### src/rtl/sic1_pkg.sv
// Shared SIC-1 constants: FSM state codes and the special byte addresses.
package sic1_pkg;

    localparam int unsigned DATA_W      = 8;
    localparam int unsigned WORD_ADDR_W = 6;
    localparam int unsigned STATE_W     = 3;

    localparam logic [2:0] S_FETCH  = 3'd0;
    localparam logic [2:0] S_DECODE = 3'd1;
    localparam logic [2:0] S_LOAD_A = 3'd2;
    localparam logic [2:0] S_LOAD_B = 3'd3;
    localparam logic [2:0] S_EXEC   = 3'd4;

    localparam logic [7:0] ADDR_MAX  = 8'd252;
    localparam logic [7:0] ADDR_IN   = 8'd253;
    localparam logic [7:0] ADDR_OUT  = 8'd254;
    localparam logic [7:0] HALT_ADDR = 8'd255;

endpackage

### src/rtl/sic1_alu.sv
// SUBLEQ arithmetic: 8-bit wrapping difference and the signed "<= 0" branch test.
module sic1_alu (
    input  logic [7:0] a,
    input  logic [7:0] b,
    output logic [7:0] diff,
    output logic       leq
);

    assign diff = 8'(a - b);
    assign leq  = diff[7] | (diff == 8'd0);

endmodule

### src/rtl/sic1_cpu.sv
// SIC-1 SUBLEQ sequencer: FETCH, DECODE, LOAD_A, LOAD_B, EXEC per instruction,
// steering the two read ports and the write port of sic1_memory.
module sic1_cpu #(
    parameter logic [7:0] RESET_PC  = 8'd0,
    parameter logic [7:0] HALT_ADDR = 8'd255
) (
    input  logic       clk,
    input  logic       rst_n,
    input  logic       run,
    output logic       wr_en,
    output logic [7:0] wr_addr,
    output logic [7:0] wr_byte,
    output logic [5:0] ra_addr,
    output logic [5:0] rb_addr,
    output logic [1:0] PC_low,
    input  logic [7:0] out_A,
    input  logic [7:0] out_B,
    input  logic [7:0] out_C,
    output logic [1:0] rb_byte_idx,
    input  logic [7:0] rb_byte,
    output logic [7:0] pc,
    output logic       halted,
    output logic       inst_done
);

    import sic1_pkg::*;

    logic [STATE_W-1:0] state;
    logic [STATE_W-1:0] state_nx;
    logic [DATA_W-1:0]  a_q;
    logic [DATA_W-1:0]  b_q;
    logic [DATA_W-1:0]  c_q;
    logic [DATA_W-1:0]  a_val;
    logic [DATA_W-1:0]  b_val;
    logic [DATA_W-1:0]  diff;
    logic               leq;
    logic [DATA_W-1:0]  next_pc;

    sic1_alu u_alu (
        .a    (a_val),
        .b    (b_val),
        .diff (diff),
        .leq  (leq)
    );

    assign next_pc = leq ? c_q : 8'(pc + 8'd3);
    assign PC_low  = pc[1:0];

    // State register
    always_ff @(posedge clk) begin
        if (!rst_n) begin
            state <= S_FETCH;
        end else begin
            state <= state_nx;
        end
    end

    // Instruction operands, fetched values, PC and halt flag
    always_ff @(posedge clk) begin
        if (!rst_n) begin
            pc     <= RESET_PC;
            halted <= 1'b0;
            a_q    <= '0;
            b_q    <= '0;
            c_q    <= '0;
            a_val  <= '0;
            b_val  <= '0;
        end else begin
            case (state)
                S_DECODE: begin
                    a_q <= out_A;
                    b_q <= out_B;
                    c_q <= out_C;
                end
                S_LOAD_A: a_val <= rb_byte;
                S_LOAD_B: b_val <= rb_byte;
                S_EXEC: begin
                    pc     <= next_pc;
                    halted <= (next_pc == HALT_ADDR);
                end
                default: ;
            endcase
        end
    end

    // Next state and memory-port steering; port A keeps A's word from DECODE on
    // so the EXEC write lands on a word that was already being presented.
    always_comb begin
        state_nx    = state;
        ra_addr     = pc[7:2];
        rb_addr     = 6'(pc[7:2] + 6'd1);
        rb_byte_idx = 2'd0;
        wr_en       = 1'b0;
        wr_addr     = 8'd0;
        wr_byte     = 8'd0;
        inst_done   = 1'b0;

        case (state)
            S_FETCH: begin
                if (run && !halted) begin
                    state_nx = S_DECODE;
                end
            end
            S_DECODE: begin
                ra_addr     = out_A[7:2];
                rb_addr     = out_A[7:2];
                rb_byte_idx = out_A[1:0];
                state_nx    = S_LOAD_A;
            end
            S_LOAD_A: begin
                ra_addr     = a_q[7:2];
                rb_addr     = b_q[7:2];
                rb_byte_idx = b_q[1:0];
                state_nx    = S_LOAD_B;
            end
            S_LOAD_B: begin
                ra_addr     = a_q[7:2];
                rb_addr     = b_q[7:2];
                rb_byte_idx = b_q[1:0];
                state_nx    = S_EXEC;
            end
            S_EXEC: begin
                ra_addr     = a_q[7:2];
                rb_addr     = b_q[7:2];
                rb_byte_idx = b_q[1:0];
                wr_en       = 1'b1;
                wr_addr     = a_q;
                wr_byte     = diff;
                inst_done   = 1'b1;
                state_nx    = S_FETCH;
            end
            default: state_nx = S_FETCH;
        endcase
    end

endmodule

### config.mk
export PLATFORM = sky130hd
export DESIGN_NAME = sic1_cpu
export DESIGN_NICKNAME = d
export VERILOG_FILES = /design/src/rtl/sic1_pkg.sv /design/src/rtl/sic1_alu.sv /design/src/rtl/sic1_cpu.sv
export SDC_FILE = /design/constraint.sdc
export NUM_CORES = 1
export LEC_CHECK = 0
export BUFFER_PORTS_ARGS = -buffer_cell sky130_fd_sc_hd__buf_4
export CAP_MARGIN = 20
export CORE_MARGIN = 3
export CORE_UTILIZATION = 35
export DETAILED_ROUTE_END_ITERATION = 8
export GPL_TIMING_DRIVEN = 0
export PLACE_DENSITY = 0.62
export SETUP_SLACK_MARGIN = 0.4
export SKIP_CTS_REPAIR_TIMING = 1
export SYNTH_ARGS = -nofsm -noshare
export SYNTH_HDL_FRONTEND = slang
export SYNTH_SLANG_ARGS = --single-unit
### constraint.sdc
create_clock -name clk -period 2.4 [get_ports clk]
set_input_delay 0.36 -clock clk [delete_from_list [all_inputs] [get_ports clk]]
set_output_delay 0.36 -clock clk [all_outputs]
set_load 0.1 [all_outputs]
==> metrics, run 1 <==
clk_lat worst skew=0.31 ns; commonest non-fill, non-tap cells in the layout=buf_4, nand2_1, dfxtp_1; overall routed net length=9.30 mm; RSZ-0062 raised after global routing=true; maximum root-to-sink buffer count=2; first-pass GRT wire length=14.3 mm; Worst-path clk slew=0.10 ns; Clock Power Share=0.185; die width=96.9 um; crit-path max cell delay=0.38 ns; number of antenna diodes=0; type of the tightest min-delay check=input pin to register; failing checks=negative setup slack; Slew Limit Fails=0; DR WL/cell=15.9 um; Reg-to-Reg End=pc[6]; Tightest Pin Transition=0.711 ns; antenna violations before repair=0; Worst Setup End Kind=primary output; maxcap violations=0; Post-synth EDFFs=0; start point of the critical path=a_val[0]; met2 GRT Util=0.292; gr busiest metal=met2; DIE HEIGHT=96.9 um; Final Wtd Congestion=0.872; largest net degree at the start of global routing=16; post-synth top area share=0.360; Startpoint Class=register; Num Clock Sinks=52; gr ovfl total=0; Leak=1.95 nW; combinational group share of total power=0.462; R2R cell count=11; proportion of layout cells with a drive suffix above 1=0.468; leading register cell type out of synthesis=dfxtp_1; CP dominant cell by count=inv_2; initial cell density of the core=0.366; Placement Cell Area=3900 um2; floorplan core area=7890 um2; antenna-violating nets left=0; vias per cell=5.28; area leader, netlist=dfxtp_1; TritonCTS clock tree=yes; origin of the critical flop-to-flop path=a_val[0]; Slowest-stage cell, CP=fa_2; count of cell types in the netlist=45; Reg2Reg Setup Slack=-0.12 ns; Peak VDD IR=265 uV; Num CTS Buffers=5; Worst slew margin=0.526; fin cells=583; clk_skew=0.00883 ns; Worst Hold Depth=3; setup tns final=-0.718 ns; most common cell after layout, fill and taps aside=buf_4; Clock Tree Root=clkbuf_8; Synth area leaders=dfxtp_1, nand2_1, mux2i_1; hpwl dp=6.53 mm; post-route setup slack=-0.147 ns; Synth Register Bits=52; area delta synth->final=65.5%; Die ar.=9380 um2; nets@finish=526; final hold vios=0; fmax=393 MHz; WP data arrival=2.19 ns; Post-Synthesis Cells=374; Pwr Density=558 nW/um2; Vias=3077; critical-path cell list=inv_2, ha_4, inv_2, fa_2, a211oi_4, nor2_1, a211oi_2, buf_4, nor2_4, buf_12; I/O Buffers=77; Async SR Flop Fraction=0; hold_sp=out_C[3]; internal power=0.00162 W; CP Class=register to primary output; WHS Endpoint=c_q[3]; Syn. warnings=0; fin crit period=2.55 ns; initial DRC count=145; fin crit share=1.06; H-tree levels=2; sequential cell area fraction in the yosys report=0.360; sequential share of power=0.354; GRT Resource Usage Total=0.183; GR Layer Usage met3=0.0382; total placed cells including tap cells=553; DR pass1 iterations=4; Mean Syn Cell Area=7.73 um2; sw frac=0.394; met1 GRT Util=0.255; fin area=4780 um2; Setup-failing EPs final=10; vias in the first global route=2891; Sw Pwr=0.00105 W; mapped cell area=2890 um2; Mapped Nets=420; I/O Pins=78; outcome=finished, violations left; Residual DRC=0; # rows=32; Crit Path Max Fanout=3; Crit path required time=2.04 ns
## worst max-delay path by stage
stage,end,slack [ns],depth (start not counted)
after CTS,rb_addr[0],-0.34,6
after detailed placement,pc[4],-0.08,11
after global placement,pc[6],-0.10,10
after global routing,wr_byte[6],-0.23,10
final,wr_byte[6],-0.15,10
after floorplan,rb_addr[5],-0.47,5
## area by class of cell
type | instances | area [um2]
well taps | 102 | 128
clock buffers | 5 | 68.8
multi-input cells | 281 | 2170
fillers | 678 | 3100
clock inverters | 3 | 13.8
repair buffers | 99 | 1020
inverters | 14 | 56.3
flip-flops and latches | 52 | 1080
plain buffers | 27 | 254
## metal layers
layer  up-vias  wire, um
li1       1513         -
met1      1456      4260
met2        93      4380
met3        15       520
met4         0       136
met5         -         0
## cells in the mapped netlist, drive strengths merged, types with 2 or more instances
library cell and instances:
and2 4, nor2b 3, nor2 40, buf 6
nand2b 3, o21a 3, xnor2 6, a211oi 2
inv 14, nand4 3, mux2i 17, nand4b 2
o211ai 12, a221o 5, o21ai 4, o2111ai 2
nand2 74, a31oi 6, or4 2, ha 10
xor2 7, nor3b 4, nand3 16, dfxtp 52
nor3 6, clkbuf 21, a41oi 2, and3 9
a21oi 25
## through the flow
stage	worst slack, ns	hold slack, ns	power [W]	util
after floorplan	-0.466	0.432	0.00163	-
after global placement	-0.101	0.443	0.00184	0.495
after detailed placement	-0.0814	0.448	0.00185	0.495
after CTS	-0.336	0.288	0.00235	0.505
after global routing	-0.229	0.287	0.00280	0.606
final	-0.147	0.289	0.00267	0.606
## power by group through the flow
| stage | combinational (W) | clock [W] | sequential [W] |
|---|---|---|---|
| final | 0.00123 | 0.000493 | 0.000943 |
| after global routing | 0.00131 | 0.000545 | 0.000950 |
| after CTS | 0.000899 | 0.000514 | 0.000936 |
| after detailed placement | 0.000895 | 0 | 0.000956 |
| after floorplan | 0.000672 | 0 | 0.000958 |
| after global placement | 0.000888 | 0 | 0.000955 |
## cells by family after synthesis
group                      count (synthesis)  share of synthesized area
AOI/OAI and AO/OA                         69                      0.166
xor gates and xnor gates                  13                     0.0394
adders and majority gates                 11                     0.0502
buffers and inverters                     41                     0.0576
DFF                                       52                      0.360
muxes                                     17                     0.0589
and+or+nand+nor                          171                      0.268
## flip-flops by register name, summed over array words and instances, names as in the netlist
register / count
state: 3
pc: 8
halted: 1
b_val: 8
b_q: 8
a_q: 8
c_q: 8
a_val: 8
## critical path: cells and delay by family, from the launching register on
family,cells,cell delay [ns]
buffers and inverters,4,0.43
AO/OA/AOI/OAI,2,0.48
flip-flops,1,0.33
AND/OR/NAND/NOR,2,0.14
adder cells (fa/ha/maj),2,0.51
No activity file was read; power rests on OpenSTA's default activity.
==> run 2: changes to the inputs <==
CELL_PAD_IN_SITES_DETAIL_PLACEMENT = 1   (was not set)
CELL_PAD_IN_SITES_GLOBAL_PLACEMENT = 2   (was not set)
CORE_UTILIZATION = 26   (was 35)
CTS_CLUSTER_SIZE = 12   (was not set)
PLACE_DENSITY = 0.78   (was 0.62)
SETUP_SLACK_MARGIN = not set   (was 0.4)
==> run 2 against run 1 <==
  * Maximum frequency fell by 1.7%
  * Core utilization fell by 19 points
  * The run still ends with negative setup slack left
  * Clock skew rose by 0.0027 ns
  * Sequential share of layout area rose by 1.8 points
  * Largest power group unchanged
  * Die area rose by 32%
  * Setup slack got worse by 0.045 ns
  * Clock-buffer cell count rose by 1
==> metrics, run 2 (synthesized netlist as in run 1, its figures left out) <==
outcome=finished, violations left; failing checks=negative setup slack; die width=111 um (+15%); crit-path max cell delay=0.38 ns (about the same); fin area=4400 um2 (-7.9%); vias in the first global route=2982 (+3.1%); Setup-failing EPs final=12 (+2); Placement Cell Area=3860 um2 (-1.1%); Worst-path clk slew=0.10 ns (about the same); utilization after layout=0.417 (-0.189); clk_lat worst skew=0.31 ns (about the same); origin of the critical flop-to-flop path=a_val[0]; CP Class=register to primary output; maxcap violations=0 (unchanged); Peak VDD IR=316 uV (+19%); total placed cells including tap cells=587 (+6.1%); fmax=386 MHz (-1.7%); I/O Pins=78 (unchanged); Die ar.=12400 um2 (+32%); Slew Limit Fails=0 (unchanged); start point of the critical path=a_val[0]; Slowest-stage cell, CP=fa_2; CP dominant cell by count=inv_2; Tightest Pin Transition=1.01 ns (+0.299 ns); fin crit share=1.08 (+0.0187); Leak=1.78 nW (-9.0%); Num Clock Sinks=52 (unchanged); DR WL/cell=16.6 um (+4.3%); clk_skew=0.0115 ns (+0.00267 ns); number of antenna diodes=0 (unchanged); TritonCTS clock tree=yes; largest net degree at the start of global routing=17 (+1); antenna-violating nets left=0 (unchanged); Startpoint Class=register; Residual DRC=0 (unchanged); hold_sp=out_B[0]; WP data arrival=2.23 ns (+0.04 ns); Vias=3045 (-1.0%); # rows=37 (+16%); antenna violations before repair=0 (unchanged); DIE HEIGHT=111 um (+15%); Largest delay share family, worst path=compound AO/OA/AOI/OAI gates; Pwr Density=604 nW/um2 (+8.2%); # fillers=1244 (+83%); critical-path cell list=inv_2, ha_4, inv_2, fa_2, a211oi_4, nor2_2, a211oi_2, buf_4, nor2_4, buf_12; gr ovfl total=0 (unchanged); vias per cell=4.96 (-6.0%); Worst Path Buf+Inv=4 (unchanged); Num CTS Buffers=5 (unchanged); final hold vios=0 (unchanged); RSZ-0062 raised after global routing=true; I/O Buffers=77 (unchanged); post-route setup slack=-0.191 ns (-0.0449 ns); Clock Tree Root=clkbuf_8; type of the tightest min-delay check=input pin to register; area delta synth->final=52.4%; Final Wtd Congestion=0.836 (-4.2%); Worst Setup End Kind=primary output; overall routed net length=10.2 mm (+9.8%); Crit path required time=2.04 ns (about the same); initial DRC count=128 (-12%); floorplan core area=10600 um2 (+34%); first-pass GRT wire length=15.8 mm (+10%); hpwl dp=7.65 mm (+17%); initial cell density of the core=0.274 (-0.0926); maximum root-to-sink buffer count=2 (unchanged); GRT Resource Usage Total=0.154 (-0.0282); fin cells=614 (+5.3%); proportion of layout cells with a drive suffix above 1=0.385 (-0.0828); H-tree levels=2 (unchanged); DR pass1 iterations=4 (unchanged); Worst slew margin=0.324 (-0.202); Crit Path Max Fanout=3 (unchanged); fin crit period=2.59 ns (+0.0449 ns); most common cell after layout, fill and taps aside=buf_4; nets@finish=523 (-0.57%); commonest non-fill, non-tap cells in the layout=buf_4, nand2_1, dfxtp_1
## run 2: cell count changes in the layout (fill, tap and decap cells not counted), sizes merged
cell      before  now
clkinv         3    0
clkinvlp       1    3
buf          113  102
clkbuf        18   27
## run 2: power breakdown
| part | switching, W | internal [W] |
|---|---|---|
| combinational | 0.000707 | 0.000461 |
| clock | 0.000316 | 0.000235 |
| sequential | 0.0000339 | 0.000905 |
## run 2: final timing paths
check	cells past startpoint	slack, ns	to
max reg2reg	11	-0.18	pc[6]
max	10	-0.19	wr_byte[6]
min reg2reg	2	0.47	b_q[6]
min	3	0.29	b_q[0]
## run 2: worst register-to-register path: stages (launching register included)
cell and delay, ns:
dfxtp_2 0.34, inv_2 0.07, ha_4 0.12, inv_2 0.03, fa_2 0.38, a211oi_4 0.32
o21a_1 0.18, a211oi_2 0.04, buf_4 0.16, o2111a_2 0.19, or4_4 0.50, a41oi_2 0.17
## run 2: layout make-up
| class | instances | area (um2) | area share |
|---|---|---|---|
| well taps | 136 | 170 | 0.0386 |
| clock buffers | 6 | 82.6 | 0.0188 |
| flip-flops and latches | 52 | 1070 | 0.243 |
| inverters | 14 | 56.3 | 0.0128 |
| multi-input cells | 281 | 2000 | 0.455 |
| plain buffers | 27 | 201 | 0.0457 |
| clock inverters | 2 | 15.0 | 0.00341 |
| repair buffers | 96 | 805 | 0.183 |
## run 2: metrics by stage
step                TNS, ns  hold WS [ns]  power, W  setup slack [ns]
finish                -1.18         0.290   0.00266            -0.191
global route          -2.53         0.282   0.00279            -0.292
CTS                  -13.75         0.283   0.00240            -0.665
detailed placement    -5.48         0.451   0.00184            -0.388
global placement      -4.67         0.443   0.00183            -0.342
floorplan             -1.74         0.432   0.00160            -0.466
## run 2: metal layers
layer  part of all wire  track usage  up-vias
met4             0.0070       0.0243        0
met3              0.039       0.0283        6
met1               0.48        0.218     1472
met2               0.48        0.251       64
li1                   -            -     1503
met5                  0            0        -
